File: src/rtl/soc_mem_arbiter.sv
// rtl/soc_mem_arbiter.sv - two-port round-robin data memory arbiter with port 1 burst lock
// Port 1 may hold the memory for up to MAX_BURST beats, after which port 0 gets one forced turn.
module soc_mem_arbiter #(
  parameter int AW        = 32,
  parameter int DW        = 32,
  parameter int MAX_BURST = 16
) (
  input  logic            clk,
  input  logic            rst,
  input  logic            m0_valid,
  input  logic            m0_we,
  input  logic [AW-1:0]   m0_addr,
  input  logic [DW-1:0]   m0_wdata,
  input  logic [DW/8-1:0] m0_wmask,
  output logic            m0_ready,
  output logic            m0_rvalid,
  output logic [DW-1:0]   m0_rdata,
  input  logic            m1_valid,
  input  logic            m1_we,
  input  logic [AW-1:0]   m1_addr,
  input  logic [DW-1:0]   m1_wdata,
  input  logic [DW/8-1:0] m1_wmask,
  input  logic            m1_lock,
  output logic            m1_ready,
  output logic            m1_rvalid,
  output logic [DW-1:0]   m1_rdata,
  output logic            mem_en,
  output logic            mem_we,
  output logic [AW-1:0]   mem_addr,
  output logic [DW-1:0]   mem_wdata,
  output logic [DW/8-1:0] mem_wmask,
  input  logic [DW-1:0]   mem_rdata
);

  localparam int CW = $clog2(MAX_BURST + 1);

  typedef enum logic [1:0] {ARB, LOCK1, RELEASE} state_t;

  state_t        state_q, state_d;
  logic          pri_q, pri_d;
  logic [CW-1:0] cnt_q, cnt_d;
  logic          rd_pend_q, rd_pend_d;
  logic          rd_tag_q, rd_tag_d;
  logic          win0, win1;
  logic          gnt0, gnt1;

  always_comb begin
    win0 = 1'b0;
    win1 = 1'b0;
    case (state_q)
      ARB: begin
        win1 = m1_valid & (~m0_valid | pri_q);
        win0 = m0_valid & ~win1;
      end
      LOCK1: win1 = m1_valid;
      RELEASE: begin
        win0 = m0_valid;
        win1 = m1_valid & ~m0_valid;
      end
      default: ;
    endcase
  end

  // Grants are also masked by reset so nothing is accepted while it is asserted.
  assign gnt0 = win0 & rst;
  assign gnt1 = win1 & rst;

  always_comb begin
    state_d   = state_q;
    pri_d     = pri_q;
    cnt_d     = cnt_q;
    rd_pend_d = (gnt0 & ~m0_we) | (gnt1 & ~m1_we);
    rd_tag_d  = gnt1;
    case (state_q)
      ARB: begin
        if (gnt0) pri_d = 1'b1;
        if (gnt1) begin
          pri_d = 1'b0;
          if (m1_lock) begin
            state_d = LOCK1;
            cnt_d   = CW'(1);
          end
        end
      end
      LOCK1: begin
        if (gnt1) begin
          if (m1_lock && (cnt_q < CW'(MAX_BURST - 1))) begin
            cnt_d = cnt_q + CW'(1);
          end else begin
            state_d = RELEASE;
            cnt_d   = '0;
          end
        end
      end
      RELEASE: begin
        state_d = ARB;
        pri_d   = 1'b1;
      end
      default: state_d = ARB;
    endcase
  end

  always_ff @(posedge clk or negedge rst) begin
    if (!rst) begin
      state_q   <= ARB;
      pri_q     <= 1'b0;
      cnt_q     <= '0;
      rd_pend_q <= 1'b0;
      rd_tag_q  <= 1'b0;
    end else begin
      state_q   <= state_d;
      pri_q     <= pri_d;
      cnt_q     <= cnt_d;
      rd_pend_q <= rd_pend_d;
      rd_tag_q  <= rd_tag_d;
    end
  end

  assign m0_ready  = gnt0;
  assign m1_ready  = gnt1;
  assign mem_en    = gnt0 | gnt1;
  assign mem_we    = gnt1 ? m1_we : (gnt0 & m0_we);
  assign mem_addr  = gnt1 ? m1_addr  : m0_addr;
  assign mem_wdata = gnt1 ? m1_wdata : m0_wdata;
  assign mem_wmask = gnt1 ? m1_wmask : m0_wmask;

  assign m0_rvalid = rd_pend_q & ~rd_tag_q;
  assign m1_rvalid = rd_pend_q & rd_tag_q;
  assign m0_rdata  = mem_rdata;
  assign m1_rdata  = mem_rdata;

endmodule

File: config.mk
export PLATFORM = sky130hd
export DESIGN_NAME = soc_mem_arbiter
export DESIGN_NICKNAME = d
export VERILOG_FILES = /design/src/rtl/soc_mem_arbiter.sv
export SDC_FILE = /design/constraint.sdc
export NUM_CORES = 1
export LEC_CHECK = 0
export CORE_AREA = 2 2 122 124
export DETAILED_ROUTE_END_ITERATION = 8
export DIE_AREA = 0 0 124 126
export PLACE_DENSITY_LB_ADDON = 0.08
export SLEW_MARGIN = 30
export SYNTH_ARGS = -nofsm -noshare
export SYNTH_HDL_FRONTEND = slang
export SYNTH_SLANG_ARGS = --single-unit
File: constraint.sdc
create_clock -name clk -period 5 [get_ports clk]
set_input_delay 0.75 -clock clk [delete_from_list [all_inputs] [get_ports clk]]
set_output_delay 0.75 -clock clk [all_outputs]
set_load 0.03 [all_outputs]
==> impl_results.md <==
- Status: finished, final reports clean
- Pins Over Slew Limit: 0
- Total track usage: between 10% and 20%
- Clock Sink Count: 10
- Vias per inst: around 3.8
- Total grt overflow: 0
- Vias: between 2000 and 2500
- CTS max path bufs: 2
- Synth Instances: 199
- Area delta synth->final: 106%
- WS Path Type: primary input to output port
- M3 GR Usage: 3.26%
- Crit Path Max Fanout: 43
- Number of global-route vias before repair: a little over 2000
- Worst path slowest cell: clkdlybuf4s50_1
- Post_cts resized: 0
- First-pass GRT wire length: approximately 13 mm
- Clock buffer count from CTS: 3
- Worst Skew: between 0.001 and 0.0015 ns
- GR Util met2: between 20% and 30%
- Number of diodes: 0
- Area of the die: ~16000 sq um
- Setup tns final: 0 ns
- Unique masters post-synth: 30
- Final setup viols: 0
- IO Pins: 313
- Slew at the pin closest to its max-slew limit: 0.611 ns
- Post-layout minimum cycle time: 4.04 ns
- Seq cells post-synth: 10
- Synthesized cell area: roughly 1900 sq um
- Post-CTS setup buffer count: 0
- RSZ-0062 raised after global routing: no
- Fmax: 248 MHz
- Rows: 44
- Final hold viol count: 0
- RD Place Congestion: approximately 0.75
- Iteration-0 DRC count of the detailed router: 25
- Peak VDD IR: 107 uV
- Critical-path cell list: clkdlybuf4s50_1, buf_4, nand2_1, a21oi_4, buf_4, mux2_2, clkdlybuf4s50_1
- Final period util: around four fifths
- Antenna violations before repair: 0
- Post-Syn Nets: 375
- Hold WC Path Type: flip-flop to flip-flop
- Critical path capture point type: output port
- Worst Path Required: ~4.3 ns
- Root buf cell: clkbuf_16
- Max-cap violations: 0
- Syn_area_per_cell: 9.31 sq um
- Chip height: 126 microns
- Fraction of layout cells with a size suffix above 1: a little under a fifth
- GR Util met1: a little under an eighth
- Clock Latency Late Sink: around 0.24 ns
- NumNets Final: 527
- Drt pass-1 iters: 4
- Grt peak-use layer: met2
- Antenna Nets Post-Route: 0
- Pin count of the biggest net entering global routing: between 40 and 50
- DRT Wirelength: approximately 9.5 mm
- Detail Placement HPWL: 8.06 mm
- Hold_ws: 0.508 ns
- DRC viols: 0
- Core Footprint: ~14000 sq um
- Worst slew margin: 59.3%
- Port Buffers: ~220
- Post-synthesis sequential area ratio: a little over an eighth
- Leakage: around 0.0014 uW
- CP arrival: around 3.3 ns
- CTS tree: done
- DIE WIDTH: roughly 120 microns
- Cts hold-fix bufs: 0
- H-tree depth: 1
- Initial core utilization: between 10% and 20%
- Crit start category: primary input
- Max incr delay on CP: between 0.6 and 0.7 ns
- CTS clk-pin slew, worst paths: roughly 0.040 ns
- PD cells: between 200 and 250 nW/um^2
- DR WL/cell: 17.8 microns
- Synthesis Warnings: 0
## kinds of logic after synthesis
family | Yosys count | share of synthesized area (%)
and+or+nand+nor | 22 | 6.35
adders and majority gates | 1 | 0.676
muxes | 68 | 41.4
DFF | 10 | 13.5
buffers and inverters | 76 | 29.7
AOI/OAI and AO/OA | 22 | 8.38
## area by class of cell
type	count	area (sq um)
multi-input cells	113	1050
well taps	184	230
flip-flops and latches	10	250
clock buffers	4	88.8
fillers	1538	10500
repair buffers	219	2180
inverters	4	15.0
## cell usage in the layout (no fill, tap or decap), types with 2 or more instances in the layout
cell	count
clkdlybuf4s50_1	216
buf_4	3
a21oi_1	5
nand2_1	8
mux2_2	56
dfrtp_1	10
a22o_1	2
nand4_1	2
mux2_1	12
inv_1	4
o21ai_0	4
nor2_1	2
or2_2	2
o31ai_1	4
clkbuf_16	3
## synth_stat cells, drive strengths merged
| cell type | count | area (sq um) |
|---|---|---|
| nand4bb | 1 | 11.3 |
| a22o | 2 | 17.5 |
| nand2 | 8 | 30.0 |
| dfrtp | 10 | 250 |
| nor2b | 1 | 6.26 |
| nand3 | 1 | 5.00 |
| nand2b | 1 | 6.26 |
| o21bai | 1 | 7.51 |
| nand4 | 2 | 12.5 |
| and2 | 1 | 6.26 |
| mux2 | 68 | 766 |
| nor2 | 2 | 7.51 |
| o22a | 1 | 8.76 |
| nor3b | 1 | 7.51 |
| and3 | 1 | 6.26 |
| a211oi | 1 | 7.51 |
| o21ai | 5 | 25.0 |
| inv | 4 | 15.0 |
| a21oi | 6 | 41.3 |
| a311oi | 1 | 8.76 |
| buf | 72 | 536 |
| a2bb2oi | 1 | 8.76 |
| o31ai | 4 | 30.0 |
| or2 | 3 | 18.8 |
| ha | 1 | 12.5 |
## report_power, final
part / switching [uW] / internal [uW] / leakage, uW
Clock: 38.2 / 120 / 0.0000442
Combinational: 288 / 310 / 0.00123
Sequential: 21.3 / 96.9 / 0.000132
## state kept, by name (all words and copies together) (netlist names)
| register | count |
|---|---|
| rd_tag_q | 1 |
| pri_q | 1 |
| rd_pend_q | 1 |
| cnt_q | 5 |
| state_q | 2 |
## final timing paths
path                            start      endpoint  slack [ns]  cells after the start
hold reg to reg              cnt_q[0]      cnt_q[0]        0.51                      1
hold / removal               cnt_q[0]      cnt_q[0]        0.51                      1
setup reg to reg           state_q[0]      cnt_q[0]        3.15                      5
max in group asynchronous         rst         pri_q        4.00                      2
setup / recovery                  rst  mem_wdata[7]        0.96                      7
min in group asynchronous         rst      cnt_q[2]        0.83                      2
## worst max-delay path: cells and delay by family
family | cells | cell delay, ns
buffers and inverters | 4 | 1.82
muxes | 1 | 0.43
and+or+nand+nor | 1 | 0.13
AOI/OAI and AO/OA | 1 | 0.13
## metal layers
| layer | routed length, microns | vias up | part of all wire (%) |
|---|---|---|---|
| li1 | - | 935 | - |
| met1 | 3260 | 907 | 34 |
| met2 | 5020 | 149 | 53 |
| met3 | 1150 | 17 | 12 |
| met4 | 99 | 0 | 1.0 |
| met5 | 0 | - | 0 |
## through the flow
stage	instance area [sq um]	power, uW	utilization, %	setup WS [ns]	instances
CTS	3820	889	26.7	0.885	534
finish	3820	875	26.7	0.962	534
floorplan	1850	534	-	2.06	199
global route	3820	928	26.7	0.774	534
detailed placement	3730	726	26.1	0.889	530
global placement	3730	725	26.1	0.911	530
Note: power is estimated with default switching activity, not from simulation.
==> patch: new RTL, same settings <==
Reset style: synchronous (`rst`), changed in one clocked block.
--- a/src/rtl/soc_mem_arbiter.sv
+++ b/src/rtl/soc_mem_arbiter.sv
@@ -102,3 +102,3 @@
 
-  always_ff @(posedge clk or negedge rst) begin
+  always_ff @(posedge clk) begin
     if (!rst) begin
Check against the original RTL: differs if rst is asserted again (counterexample within 4 cycles, from zero or initial values and one cycle with rst low); with rst held inactive, the same outputs for 10 cycles.
==> patch against the original RTL <==
- sequential cell count did not move
- wire length up 2.9%
- total power down 24%
- area after synthesis up 3.0%
- non-clock buffer count fell by 1
- setup slack got worse by 0.12 ns
- core utilization grew 0.23 points
- cell area up 0.85%
- worst hold slack got worse by 0.014 ns
- largest power group unchanged
==> patch: results (changes against the original RTL) <==
| Metric | Value |
|---|---|
| WL met3 | 1020 µm (was 1150 µm) |
| Layout cells sized above 1 | 20.3% (was 18.9%) |
| Critical Path Fanout Max | 24 (was 43) |
| ANT cells | 0 (unchanged) |
| First DRT Iteration DRCs | 114 (was 25) |
| Largest cells by area after synthesis | mux2_2 37%, buf_4 25%, dfxtp_1 10% (was mux2_2 34%, buf_4 28%, dfrtp_1 14%) |
| HPWL after DPL | 8740 µm (was 8060 µm) |
| Crit path arrival time | 3.41 ns (was 3.29 ns) |
| GRT Resource Usage Total | 12.0% (was 11.1%) |
| Routed length on met1 | 3610 µm (was 3260 µm) |
| Routed vias | 1970 (was 2008) |
| Min-Delay Path Depth | 2 (was 1) |
| Commonest register cell after synthesis | dfxtp_1 (was dfrtp_1) |
| Post-CTS Setup Repair Bufs | 0 (unchanged) |
| Part of the Yosys area used for sequential elements | 10.5% (was 13.5%) |
| Pin count of the biggest net entering global routing | 28 (was 44) |
| GP Congestion | 0.768 (was 0.749) |
| Initial core utilization | 13.3% (was 12.9%) |
| Status | complete, no violations (unchanged) |
| Area after DPL | 3760 µm² (was 3730 µm²) |
| Met2 WL | 5110 µm (was 5020 µm) |
| Leak Pwr | 1.40 nW (about the same) |
| Synth cell count leaders | 64 x buf_4, 63 x mux2_2, 10 x dfxtp_1, 8 x buf_6, 8 x nor2_1 (was 70 x buf_4, 56 x mux2_2, 12 x mux2_1, 10 x dfrtp_1, 8 x nand2_1) |
| Count of cell types in the netlist | 32 (was 30) |
| Post-Route WL | 9800 µm (was 9520 µm) |
| Multiplexer area fraction after synthesis | 40.2% (was 41.4%) |
| Post-Place Setup Slack | 0.802 ns (was 0.889 ns) |
| Synth Area in Compound Gates | 7.41% (was 8.38%) |
| CTS Hold Bufs | 0 (unchanged) |
| Post-synth ARST share | 0% (was 100%) |
| Vias in the first global route | 2148 (was 2052) |
| Worst-margin pin slew | 0.754 ns (was 0.611 ns) |
| VDD IR max | 0.0000842 V (was 0.000107 V) |
| CTS Buf Count | 3 (unchanged) |
| Syn Nets | 382 (was 375) |
| Final #Nets | 532 (was 527) |
| Total Power | 0.000661 W (was 0.000875 W) |
| First-pass GRT wire length | 13700 µm (was 12800 µm) |
| Fin crit share | 83.2% (was 80.8%) |
| Reg2Reg Setup Slack | 3.26 ns (was 3.15 ns) |
| Synth Area in Adders | 0.656% (was 0.676%) |
| Setup Skew | 0.00137 ns (was 0.00141 ns) |
-- patch: final timing paths --
check / from / end
setup reg to reg: state_q[0] / rd_pend_q
hold / removal: cnt_q[4] / cnt_q[4]
hold reg to reg: cnt_q[4] / cnt_q[4]
setup / recovery: rst / mem_wdata[28]
-- patch: layout make-up --
type	count	area (µm²)
clock buffers	4	88.8
fillers	1548	10500
inverters	4	15.0
multi-input cells	119	1120
flip-flops and latches	10	200
well taps	184	230
repair buffers	218	2200
-- patch: logic make-up after synthesis --
| family | after synthesis |
|---|---|
| and+or+nand+nor | 32 |
| AOI/OAI and AO/OA | 18 |
| buffers and inverters | 77 |
| DFF | 10 |
| muxes | 68 |
| adders and majority gates | 1 |
-- patch: report_power, final --
group	internal [W]	total [W]	switching [W]
Combinational	0.000230	0.000415	0.000185
Clock	0.000120	0.000160	0.0000391
Sequential	0.0000831	0.0000863	0.00000323
-- patch: layer usage --
metal  GRT usage [%]  vias to the layer above
met2            21.6                      134
met1            13.4                      871
met3            4.48                        5
li1                -                      960
met4            2.58                        0
met5               0                        -
-- patch: worst max-delay path, cell delays in order --
cell	delay, ns
clkdlybuf4s50_1	0.69
nand2_1	0.26
nor2_8	0.45
buf_12	0.25
mux2_2	0.38
clkdlybuf4s50_1	0.60
-- patch: metrics by stage --
stage | std cells | hold slack, ns
2_1_floorplan | 206 | 0.459
6_report | 539 | 0.494
4_1_cts | 539 | 0.498
3_3_place_gp | 535 | 0.489
3_5_place_dp | 535 | 0.496
5_1_grt | 539 | 0.520
